[src/rtl/hazard_ctrl_unit_pkg.sv]
// Shared types and constants for the hazard/stall sequencer of the RV32 core.
package hazard_ctrl_unit_pkg;

    // Default register-address width of the RV32 integer register file
    localparam int HZ_REG_AW = 5;

    // Sequencer states: normal flow, multi-cycle data stall, memory wait
    typedef enum logic [1:0] {
        RUN    = 2'd0,
        DSTALL = 2'd1,
        MWAIT  = 2'd2
    } hz_state_t;

    // Number of stall cycles a RAW hazard requires (0, 1 or 2)
    typedef logic [1:0] hz_nstall_t;

endpackage

[src/rtl/hazard_ctrl_unit_if.sv]
// Pipeline-info and stall-control bundle between the core and the hazard unit.
interface hazard_ctrl_unit_if
    import hazard_ctrl_unit_pkg::*;
#(
    parameter int REG_AW = HZ_REG_AW,
    parameter int PERF_W = 32
);
    // ID stage consumer
    logic              id_valid;
    logic [REG_AW-1:0] id_rs1;
    logic [REG_AW-1:0] id_rs2;
    logic              id_rs1_used;
    logic              id_rs2_used;
    logic              id_is_branch;
    // EX stage producer
    logic              ex_valid;
    logic              ex_rd_we;
    logic              ex_is_load;
    logic [REG_AW-1:0] ex_rd;
    // MEM stage producer
    logic              mem_valid;
    logic              mem_rd_we;
    logic              mem_is_load;
    logic [REG_AW-1:0] mem_rd;
    logic              mem_access;
    // Control transfer resolution
    logic              mispredict;
    // Pipeline controls
    logic              pc_en;
    logic              fd_en;
    logic              de_en;
    logic              em_en;
    logic              mw_en;
    logic              fd_flush;
    logic              de_bubble;
    logic              mw_bubble;
    logic [PERF_W-1:0] stall_cycles;
    logic [1:0]        state_o;

    // Pipeline side: supplies stage info, consumes the controls
    modport master (
        output id_valid, id_rs1, id_rs2, id_rs1_used, id_rs2_used, id_is_branch,
        output ex_valid, ex_rd_we, ex_is_load, ex_rd,
        output mem_valid, mem_rd_we, mem_is_load, mem_rd, mem_access,
        output mispredict,
        input  pc_en, fd_en, de_en, em_en, mw_en,
        input  fd_flush, de_bubble, mw_bubble, stall_cycles, state_o
    );

    // Hazard unit side
    modport slave (
        input  id_valid, id_rs1, id_rs2, id_rs1_used, id_rs2_used, id_is_branch,
        input  ex_valid, ex_rd_we, ex_is_load, ex_rd,
        input  mem_valid, mem_rd_we, mem_is_load, mem_rd, mem_access,
        input  mispredict,
        output pc_en, fd_en, de_en, em_en, mw_en,
        output fd_flush, de_bubble, mw_bubble, stall_cycles, state_o
    );

endinterface

[src/rtl/hazard_ctrl_unit_raw_detect.sv]
// Combinational RAW hazard detection: finds producer/consumer register
// matches and converts them into the number of stall cycles ID must wait.
module hz_raw_detect
    import hazard_ctrl_unit_pkg::*;
#(
    parameter int REG_AW = HZ_REG_AW,
    parameter int FWD_EN = 1
) (
    input  logic              id_valid_i,
    input  logic [REG_AW-1:0] id_rs1_i,
    input  logic [REG_AW-1:0] id_rs2_i,
    input  logic              id_rs1_used_i,
    input  logic              id_rs2_used_i,
    input  logic              id_is_branch_i,
    input  logic              ex_valid_i,
    input  logic              ex_rd_we_i,
    input  logic              ex_is_load_i,
    input  logic [REG_AW-1:0] ex_rd_i,
    input  logic              mem_valid_i,
    input  logic              mem_rd_we_i,
    input  logic              mem_is_load_i,
    input  logic [REG_AW-1:0] mem_rd_i,
    output hz_nstall_t        n_o
);

    // True when a live producer writing rd feeds either used source of ID
    function automatic logic src_match(
        input logic              prod_valid,
        input logic              prod_we,
        input logic [REG_AW-1:0] prod_rd,
        input logic              cons_valid,
        input logic [REG_AW-1:0] rs1,
        input logic              rs1_used,
        input logic [REG_AW-1:0] rs2,
        input logic              rs2_used
    );
        logic hit;
        hit = (rs1_used && (rs1 == prod_rd)) || (rs2_used && (rs2 == prod_rd));
        return prod_valid && prod_we && (prod_rd != '0) && cons_valid && hit;
    endfunction

    logic ex_match;
    logic mem_match;

    // Match each producer stage against the ID sources and derive the stall count
    always_comb begin
        ex_match  = src_match(ex_valid_i, ex_rd_we_i, ex_rd_i, id_valid_i,
                              id_rs1_i, id_rs1_used_i, id_rs2_i, id_rs2_used_i);
        mem_match = src_match(mem_valid_i, mem_rd_we_i, mem_rd_i, id_valid_i,
                              id_rs1_i, id_rs1_used_i, id_rs2_i, id_rs2_used_i);
        n_o = 2'd0;
        if (FWD_EN != 0) begin
            // Forwarding covers ALU results for EX; only loads and ID-side
            // compares still need to wait.
            if (ex_match && ex_is_load_i) begin
                n_o = id_is_branch_i ? 2'd2 : 2'd1;
            end else if (ex_match && id_is_branch_i) begin
                n_o = 2'd1;
            end else if (mem_match && mem_is_load_i && id_is_branch_i) begin
                n_o = 2'd1;
            end
        end else begin
            // Without forwarding the value only appears via the regfile in WB
            if (ex_match) begin
                n_o = 2'd2;
            end else if (mem_match) begin
                n_o = 2'd1;
            end
        end
    end

endmodule

[src/rtl/hazard_ctrl_unit.sv]
// Hazard-detection and stall sequencer for the 5-stage RV32 pipeline.
// Drives PC/pipeline-register enables, flush and bubble controls, and keeps
// a saturating count of cycles in which the PC was held.
module hazard_ctrl_unit
    import hazard_ctrl_unit_pkg::*;
#(
    parameter int REG_AW  = HZ_REG_AW,
    parameter int FWD_EN  = 1,
    parameter int MEM_LAT = 2,
    parameter int PERF_W  = 32
) (
    input  logic              clk,
    input  logic              rst,
    hazard_ctrl_unit_if.slave bus
);

    localparam int              MCNT_W    = (MEM_LAT > 1) ? $clog2(MEM_LAT) : 1;
    localparam logic [MCNT_W-1:0] MCNT_INIT = MCNT_W'((MEM_LAT > 0) ? (MEM_LAT - 1) : 0);
    localparam bit              MEM_STALL_EN = (MEM_LAT > 0);
    localparam bit              MEM_MULTI    = (MEM_LAT > 1);

    // Saturating increment for the performance counter
    function automatic logic [PERF_W-1:0] sat_inc(input logic [PERF_W-1:0] v);
        return (&v) ? v : v + PERF_W'(1);
    endfunction

    hz_state_t         state_q, state_d;
    logic [1:0]        dcnt_q, dcnt_d;
    logic [MCNT_W-1:0] mcnt_q, mcnt_d;
    logic              mem_done_q, mem_done_d;
    logic [PERF_W-1:0] perf_q, perf_d;

    hz_nstall_t        n_req;
    logic              mem_req;
    logic [1:0]        dcnt_dec;
    logic [MCNT_W-1:0] mcnt_dec;

    logic pc_en, fd_en, de_en, em_en, mw_en;
    logic fd_flush, de_bubble, mw_bubble;

    hz_raw_detect #(
        .REG_AW (REG_AW),
        .FWD_EN (FWD_EN)
    ) u_raw_detect (
        .id_valid_i     (bus.id_valid),
        .id_rs1_i       (bus.id_rs1),
        .id_rs2_i       (bus.id_rs2),
        .id_rs1_used_i  (bus.id_rs1_used),
        .id_rs2_used_i  (bus.id_rs2_used),
        .id_is_branch_i (bus.id_is_branch),
        .ex_valid_i     (bus.ex_valid),
        .ex_rd_we_i     (bus.ex_rd_we),
        .ex_is_load_i   (bus.ex_is_load),
        .ex_rd_i        (bus.ex_rd),
        .mem_valid_i    (bus.mem_valid),
        .mem_rd_we_i    (bus.mem_rd_we),
        .mem_is_load_i  (bus.mem_is_load),
        .mem_rd_i       (bus.mem_rd),
        .n_o            (n_req)
    );

    // Next-state, counter and output decode; priority is reset, memory
    // stall, mispredict, then data stall.
    always_comb begin
        state_d    = state_q;
        dcnt_d     = dcnt_q;
        mcnt_d     = mcnt_q;
        mem_done_d = 1'b0;
        pc_en      = 1'b1;
        fd_en      = 1'b1;
        de_en      = 1'b1;
        em_en      = 1'b1;
        mw_en      = 1'b1;
        fd_flush   = 1'b0;
        de_bubble  = 1'b0;
        mw_bubble  = 1'b0;
        dcnt_dec   = dcnt_q - 2'd1;
        mcnt_dec   = mcnt_q - MCNT_W'(1);
        // The access that just finished waiting is still in MEM for one
        // more cycle; it must advance rather than restart the wait.
        mem_req    = MEM_STALL_EN && bus.mem_access && !mem_done_q;

        if (rst) begin
            state_d = RUN;
            dcnt_d  = '0;
            mcnt_d  = '0;
        end else if (state_q == MWAIT) begin
            pc_en     = 1'b0;
            fd_en     = 1'b0;
            de_en     = 1'b0;
            em_en     = 1'b0;
            mw_en     = 1'b0;
            mw_bubble = 1'b1;
            mcnt_d    = mcnt_dec;
            if (mcnt_dec == '0) begin
                state_d    = RUN;
                mem_done_d = 1'b1;
            end
        end else if (mem_req) begin
            // Entry cycle of a memory stall counts as the first wait cycle
            pc_en     = 1'b0;
            fd_en     = 1'b0;
            de_en     = 1'b0;
            em_en     = 1'b0;
            mw_en     = 1'b0;
            mw_bubble = 1'b1;
            mcnt_d    = MCNT_INIT;
            if (MEM_MULTI) begin
                state_d = MWAIT;
            end else begin
                state_d    = RUN;
                mem_done_d = 1'b1;
            end
        end else if (bus.mispredict) begin
            // ID holds a wrong-path instruction, so any pending data stall is moot
            fd_flush  = 1'b1;
            de_bubble = 1'b1;
            state_d   = RUN;
            dcnt_d    = '0;
        end else if (state_q == DSTALL) begin
            pc_en     = 1'b0;
            fd_en     = 1'b0;
            de_bubble = 1'b1;
            dcnt_d    = dcnt_dec;
            if (dcnt_dec == 2'd0) begin
                state_d = RUN;
            end
        end else if (n_req != 2'd0) begin
            pc_en     = 1'b0;
            fd_en     = 1'b0;
            de_bubble = 1'b1;
            if (n_req == 2'd2) begin
                state_d = DSTALL;
                dcnt_d  = 2'd1;
            end
        end

        perf_d = pc_en ? perf_q : sat_inc(perf_q);
    end

    // State, counters and performance counter registers
    always_ff @(posedge clk) begin
        if (rst) begin
            state_q    <= RUN;
            dcnt_q     <= '0;
            mcnt_q     <= '0;
            mem_done_q <= 1'b0;
            perf_q     <= '0;
        end else begin
            state_q    <= state_d;
            dcnt_q     <= dcnt_d;
            mcnt_q     <= mcnt_d;
            mem_done_q <= mem_done_d;
            perf_q     <= perf_d;
        end
    end

    assign bus.pc_en        = pc_en;
    assign bus.fd_en        = fd_en;
    assign bus.de_en        = de_en;
    assign bus.em_en        = em_en;
    assign bus.mw_en        = mw_en;
    assign bus.fd_flush     = fd_flush;
    assign bus.de_bubble    = de_bubble;
    assign bus.mw_bubble    = mw_bubble;
    assign bus.stall_cycles = perf_q;
    assign bus.state_o      = state_q;

endmodule

[src/flat_wrapper.sv]
// flat-port wrapper written by rule: the top's interface ports become plain ports
module hazard_ctrl_unit_flat import hazard_ctrl_unit_pkg::*;
#(
    parameter int REG_AW  = HZ_REG_AW,
    parameter int FWD_EN  = 1,
    parameter int MEM_LAT = 2,
    parameter int PERF_W  = 32
)
  (clk, rst, bus_id_valid, bus_id_rs1, bus_id_rs2, bus_id_rs1_used, bus_id_rs2_used, bus_id_is_branch, bus_ex_valid, bus_ex_rd_we, bus_ex_is_load, bus_ex_rd, bus_mem_valid, bus_mem_rd_we, bus_mem_is_load, bus_mem_rd, bus_mem_access, bus_mispredict, bus_pc_en, bus_fd_en, bus_de_en, bus_em_en, bus_mw_en, bus_fd_flush, bus_de_bubble, bus_mw_bubble, bus_stall_cycles, bus_state_o);
  hazard_ctrl_unit_if #(.REG_AW(REG_AW), .PERF_W(PERF_W)) bus_i ();
  input  logic clk;
  input  logic rst;
  input wire logic [$bits(bus_i.id_valid)-1:0] bus_id_valid;
  input wire logic [$bits(bus_i.id_rs1)-1:0] bus_id_rs1;
  input wire logic [$bits(bus_i.id_rs2)-1:0] bus_id_rs2;
  input wire logic [$bits(bus_i.id_rs1_used)-1:0] bus_id_rs1_used;
  input wire logic [$bits(bus_i.id_rs2_used)-1:0] bus_id_rs2_used;
  input wire logic [$bits(bus_i.id_is_branch)-1:0] bus_id_is_branch;
  input wire logic [$bits(bus_i.ex_valid)-1:0] bus_ex_valid;
  input wire logic [$bits(bus_i.ex_rd_we)-1:0] bus_ex_rd_we;
  input wire logic [$bits(bus_i.ex_is_load)-1:0] bus_ex_is_load;
  input wire logic [$bits(bus_i.ex_rd)-1:0] bus_ex_rd;
  input wire logic [$bits(bus_i.mem_valid)-1:0] bus_mem_valid;
  input wire logic [$bits(bus_i.mem_rd_we)-1:0] bus_mem_rd_we;
  input wire logic [$bits(bus_i.mem_is_load)-1:0] bus_mem_is_load;
  input wire logic [$bits(bus_i.mem_rd)-1:0] bus_mem_rd;
  input wire logic [$bits(bus_i.mem_access)-1:0] bus_mem_access;
  input wire logic [$bits(bus_i.mispredict)-1:0] bus_mispredict;
  output wire logic [$bits(bus_i.pc_en)-1:0] bus_pc_en;
  output wire logic [$bits(bus_i.fd_en)-1:0] bus_fd_en;
  output wire logic [$bits(bus_i.de_en)-1:0] bus_de_en;
  output wire logic [$bits(bus_i.em_en)-1:0] bus_em_en;
  output wire logic [$bits(bus_i.mw_en)-1:0] bus_mw_en;
  output wire logic [$bits(bus_i.fd_flush)-1:0] bus_fd_flush;
  output wire logic [$bits(bus_i.de_bubble)-1:0] bus_de_bubble;
  output wire logic [$bits(bus_i.mw_bubble)-1:0] bus_mw_bubble;
  output wire logic [$bits(bus_i.stall_cycles)-1:0] bus_stall_cycles;
  output wire logic [$bits(bus_i.state_o)-1:0] bus_state_o;
  assign bus_i.id_valid = bus_id_valid;
  assign bus_i.id_rs1 = bus_id_rs1;
  assign bus_i.id_rs2 = bus_id_rs2;
  assign bus_i.id_rs1_used = bus_id_rs1_used;
  assign bus_i.id_rs2_used = bus_id_rs2_used;
  assign bus_i.id_is_branch = bus_id_is_branch;
  assign bus_i.ex_valid = bus_ex_valid;
  assign bus_i.ex_rd_we = bus_ex_rd_we;
  assign bus_i.ex_is_load = bus_ex_is_load;
  assign bus_i.ex_rd = bus_ex_rd;
  assign bus_i.mem_valid = bus_mem_valid;
  assign bus_i.mem_rd_we = bus_mem_rd_we;
  assign bus_i.mem_is_load = bus_mem_is_load;
  assign bus_i.mem_rd = bus_mem_rd;
  assign bus_i.mem_access = bus_mem_access;
  assign bus_i.mispredict = bus_mispredict;
  assign bus_pc_en = bus_i.pc_en;
  assign bus_fd_en = bus_i.fd_en;
  assign bus_de_en = bus_i.de_en;
  assign bus_em_en = bus_i.em_en;
  assign bus_mw_en = bus_i.mw_en;
  assign bus_fd_flush = bus_i.fd_flush;
  assign bus_de_bubble = bus_i.de_bubble;
  assign bus_mw_bubble = bus_i.mw_bubble;
  assign bus_stall_cycles = bus_i.stall_cycles;
  assign bus_state_o = bus_i.state_o;
  hazard_ctrl_unit #(.REG_AW(REG_AW), .FWD_EN(FWD_EN), .MEM_LAT(MEM_LAT), .PERF_W(PERF_W)) u_core (.clk(clk), .rst(rst), .bus(bus_i));
endmodule
[config.mk]
export PLATFORM = sky130hd
export DESIGN_NAME = hazard_ctrl_unit_flat
export DESIGN_NICKNAME = d
export VERILOG_FILES = /design/src/rtl/hazard_ctrl_unit_pkg.sv /design/src/rtl/hazard_ctrl_unit_if.sv /design/src/rtl/hazard_ctrl_unit_raw_detect.sv /design/src/rtl/hazard_ctrl_unit.sv /design/src/flat_wrapper.sv
export SDC_FILE = /design/constraint.sdc
export NUM_CORES = 1
export LEC_CHECK = 0
export BUFFER_PORTS_ARGS = -buffer_cell sky130_fd_sc_hd__buf_2
export CAP_MARGIN = 20
export CELL_PAD_IN_SITES_DETAIL_PLACEMENT = 1
export CELL_PAD_IN_SITES_GLOBAL_PLACEMENT = 1
export CORE_AREA = 2 2 83 85
export CTS_BUF_LIST = sky130_fd_sc_hd__clkbuf_8
export CTS_CLUSTER_DIAMETER = 40
export DETAILED_ROUTE_END_ITERATION = 6
export DIE_AREA = 0 0 85 87
export PLACE_DENSITY = 0.85
export REMOVE_ABC_BUFFERS = 1
export SYNTH_ARGS = -nofsm -noshare
export SYNTH_HDL_FRONTEND = slang
export SYNTH_HIERARCHICAL = 1
export SYNTH_SLANG_ARGS = --single-unit
[constraint.sdc]
create_clock -name clk -period 4 [get_ports clk]
set_input_delay 0.6 -clock clk [delete_from_list [all_inputs] [get_ports clk]]
set_output_delay 0.6 -clock clk [all_outputs]
set_load 0.05 [all_outputs]
==> metrics.md <==
| Metric | Value |
|---|---|
| RSZ-0062 raised after global routing | `false` |
| Reg2reg start | `u_core/bus.stall_cycles[0]$_SDFFE_PP0P_` |
| Fin area | `2940 sq um` |
| Final nets | `394` |
| GPL Wtd Cong | `0.872` |
| Max VDD drop | `205 uV` |
| Vias | `2,592` |
| Yosys cell types | `46` |
| Cell family with most CP delay | `simple AND/OR/NAND/NOR gates` |
| Simple-gate portion of the synthesized area | `29.7%` |
| # clock sinks | `38` |
| Yosys reg bits | `38` |
| Clock Skews | `0.00721 ns` |
| Status | `complete, no violations` |
| # setup viols final | `0` |
| CP endpoint kind | `output port` |
| Worst endpoint data arrival time | `3.05 ns` |
| Setup CP Type | `input port to output port` |
| Sequential power share | `40.7%` |
| Critical path's largest stage delay | `0.52 ns` |
| Longest Clk Path Bufs | `2` |
| PwrDens | `326 nW/um^2` |
| Clock network power share | `43.3%` |
| Setup crit start | `bus_ex_rd[0]` |
| Max-Cap Viols | `0` |
| Synth warn | `6` |
| DRT iter0 DRCs | `103` |
| P_leak | `0.00115 uW` |
| Post-CTS Setup Bufs | `0` |
| Hold Crit Class | `register to register` |
| DIE AREA | `7400 sq um` |
| WL/cell | `17.5 um` |
| Later-pin clock latency in the skew report | `0.30 ns` |
| WHS | `0.495 ns` |
| Hold_buf cts | `0` |
| Ys flop type | `dfxtp_1` |
| Pwr Total | `958 uW` |
| Initial DRT Pass Iterations | `4` |
| H-tree depth | `2` |
| Synth async-reset ratio | `0%` |
| Fraction of layout cells with a size suffix above 1 | `25.8%` |
| EDFF count, synth | `0` |
| CTS buffer count | `5` |
| Initial antenna violation count | `0` |
| Final Hold Viols | `0` |
| Filler Cell Count | `825` |
| Relative slew margins | `39.5%` |
| Io pins | `76` |
| Drt drc | `0` |
| Final HPWL DP | `5710 um` |
| First-pass GRT wire length | `12,200 um` |
| Hold Crit Start | `u_core/dcnt_q[1]$_SDFFE_PP0P_` |
| Post-route insts no fill | `437` |
| PostCTS Resize Cnt | `0` |
| Crit share post-route | `91.4%` |
| Area delta synth->final | `22.3%` |
| Port bufs | `75` |
| Buffers & Inverters on Critical Path | `2` |
| Clock transition at path regs | `0.08 ns` |
| Placed cell count | `429` |
| Most frequent CP cell | `buf_2` |
| Worst Path Max Fanout | `16` |
| Die Wd | `85 um` |
| Flip-flop and latch area | `761 sq um` |
| Psw | `257 uW` |
| Multi-input gate area | `1500 sq um` |
| Sw Ratio | `26.9%` |
| Avg Inst Size Synth | `8.27 sq um` |
| Critical Path RT | `3.40 ns` |
| # rows | `30` |
| Final Max Tran Viols | `0` |
| Slowest stage cell, crit path | `or4_1` |
| CTS tree | `done` |
| Mapped Cells | `291` |
| ANT cells | `0` |
| Vias in the first global route | `2,462` |
| Post-synthesis adder-cell area fraction | `2.08%` |
| Final min period | `3.65 ns` |
| Core Region | `6570 sq um` |
| Int Power | `701 uW` |
| GRT Overall Usage | `20.6%` |
| Die height | `87 um` |
| Worst-Margin Slew | `0.907 ns` |
| XOR/XNOR Fraction of Synth Area | `7.64%` |
| Vias/cell | `5.93` |
| WL final | `7670 um` |
| Overflow after GRT | `0` |
| Seq/Total Area, Yosys | `31.6%` |
| Netlist area before placement | `2410 sq um` |
| Logic pwr share | `16.0%` |
| Cell Chain, Critical Path | `buf_2, or4_1, o2111ai_1, a21o_2, mux2i_1, nor3_1, o211ai_1, nand2_1, buf_2` |
| Max Freq | `0.274 GHz` |
| Post-Route Setup TNS | `0 ns` |
| Post-route ant nets | `0` |
| Cell Area, Placed | `2800 sq um` |
| Root Buffer | `clkbuf_8` |
| Pin count of the biggest net entering global routing | `35` |
| Compound-cell area share of the yosys netlist | `20.6%` |
| Initial core utilization | `36.6%` |
| Post-synthesis mux area share | `2.24%` |
| Combinational family with the most area after synthesis | `simple AND/OR/NAND/NOR gates` |
| Startpoint type of the worst setup path | `input port` |
## cell type report
| class | instances | area share, % |
|---|---|---|
| well taps | 80 | 3.40 |
| repair buffers | 78 | 13.9 |
| clock buffers | 6 | 2.81 |
| clock inverters | 2 | 2.04 |
| flip-flops and latches | 38 | 25.9 |
| multi-input cells | 225 | 50.9 |
| inverters | 8 | 1.02 |
## worst paths after layout
kind	slack (ns)	cells past startpoint	to
worst min register to register	0.49	2	u_core/dcnt_q[1]$_SDFFE_PP0P_
worst min-delay path	0.49	2	u_core/dcnt_q[1]$_SDFFE_PP0P_
worst max register to register	1.03	7	u_core/bus.stall_cycles[1]$_SDFFE_PP0P_
worst max-delay path	0.35	9	bus_fd_en
## sequential cells by signal (all words and copies together), names as in the netlist
signal,count
u_core/mem_done_q,1
u_core/bus.stall_cycles,32
u_core/dcnt_q,2
u_core/mcnt_q,1
u_core/bus.state_o,2
## placed cells by master, fill, tap and decap left out, drive strengths merged, types with 5 or more instances in the layout
cell type / n
xnor2: 13
and3: 8
nand4: 15
nand3: 10
a21oi: 25
o21ai: 10
nor2b: 5
xor2: 8
o311ai: 6
or3: 6
o31ai: 16
inv: 8
or4: 17
clkbuf: 6
nand2: 20
nor2: 10
nor4: 8
buf: 78
dfxtp: 38
nor3: 7
o41ai: 5
## stage by stage
step           worst slack [ns]  utilization, %
6_report                  0.346            44.8
5_1_grt                   0.190            44.8
4_1_cts                   0.357            44.8
3_5_place_dp              0.334            42.6
3_3_place_gp              0.448            42.6
2_1_floorplan            0.0607               -
## cells in the mapped netlist (5+ instances only)
| master | number | area share (%) |
|---|---|---|
| and3_1 | 8 | 2.1 |
| nand4_1 | 15 | 3.9 |
| o21ai_0 | 10 | 2.1 |
| o31ai_1 | 16 | 5.0 |
| nand3_1 | 10 | 2.1 |
| buf_4 | 6 | 1.9 |
| nand2_1 | 20 | 3.1 |
| nor3_1 | 6 | 1.2 |
| dfxtp_1 | 38 | 32 |
| nor4_1 | 8 | 2.1 |
| inv_1 | 8 | 1.2 |
| nor2_1 | 10 | 1.6 |
| or3_1 | 6 | 1.6 |
| a21oi_1 | 25 | 5.2 |
| xor2_1 | 8 | 2.9 |
| nor2b_1 | 5 | 1.3 |
| xnor2_1 | 13 | 4.7 |
| o41ai_1 | 5 | 1.8 |
| or4_1 | 17 | 5.3 |
| clkbuf_1 | 8 | 1.2 |
| o311ai_0 | 6 | 2.2 |
## logic make-up (layout without fill, tap and decap cells)
group / Yosys count / after routing
AND/OR/NAND/NOR: 120 / 120
adder cells (fa/ha/maj): 4 / 4
multiplexers: 5 / 5
buffers and inverters: 28 / 94
AO/OA/AOI/OAI: 75 / 75
flip-flops: 38 / 38
XOR/XNOR: 21 / 21
## tightest hold or removal path: cells and delay by family, from the launching register on
| kind | cells | cell delay (ns) |
|---|---|---|
| AO/OA/AOI/OAI | 2 | 0.13 |
| flip-flops | 1 | 0.32 |
## power by group through the flow
stage               Combinational, uW  Clock [uW]  Sequential, uW
finish                            154         415             390
floorplan                        76.2           0             411
global placement                  146           0             398
CTS                               154         421             390
detailed placement                153           0             399
global route                      166         435             391
## metal layers
layer	GRT usage, %	share of wire (%)	up-vias
li1	-	-	1260
met1	26.5	44	1263
met2	35.2	50	58
met3	3.51	4.3	11
met4	6.64	1.6	0
met5	0	0	-
(Power assumes the default switching activity.)
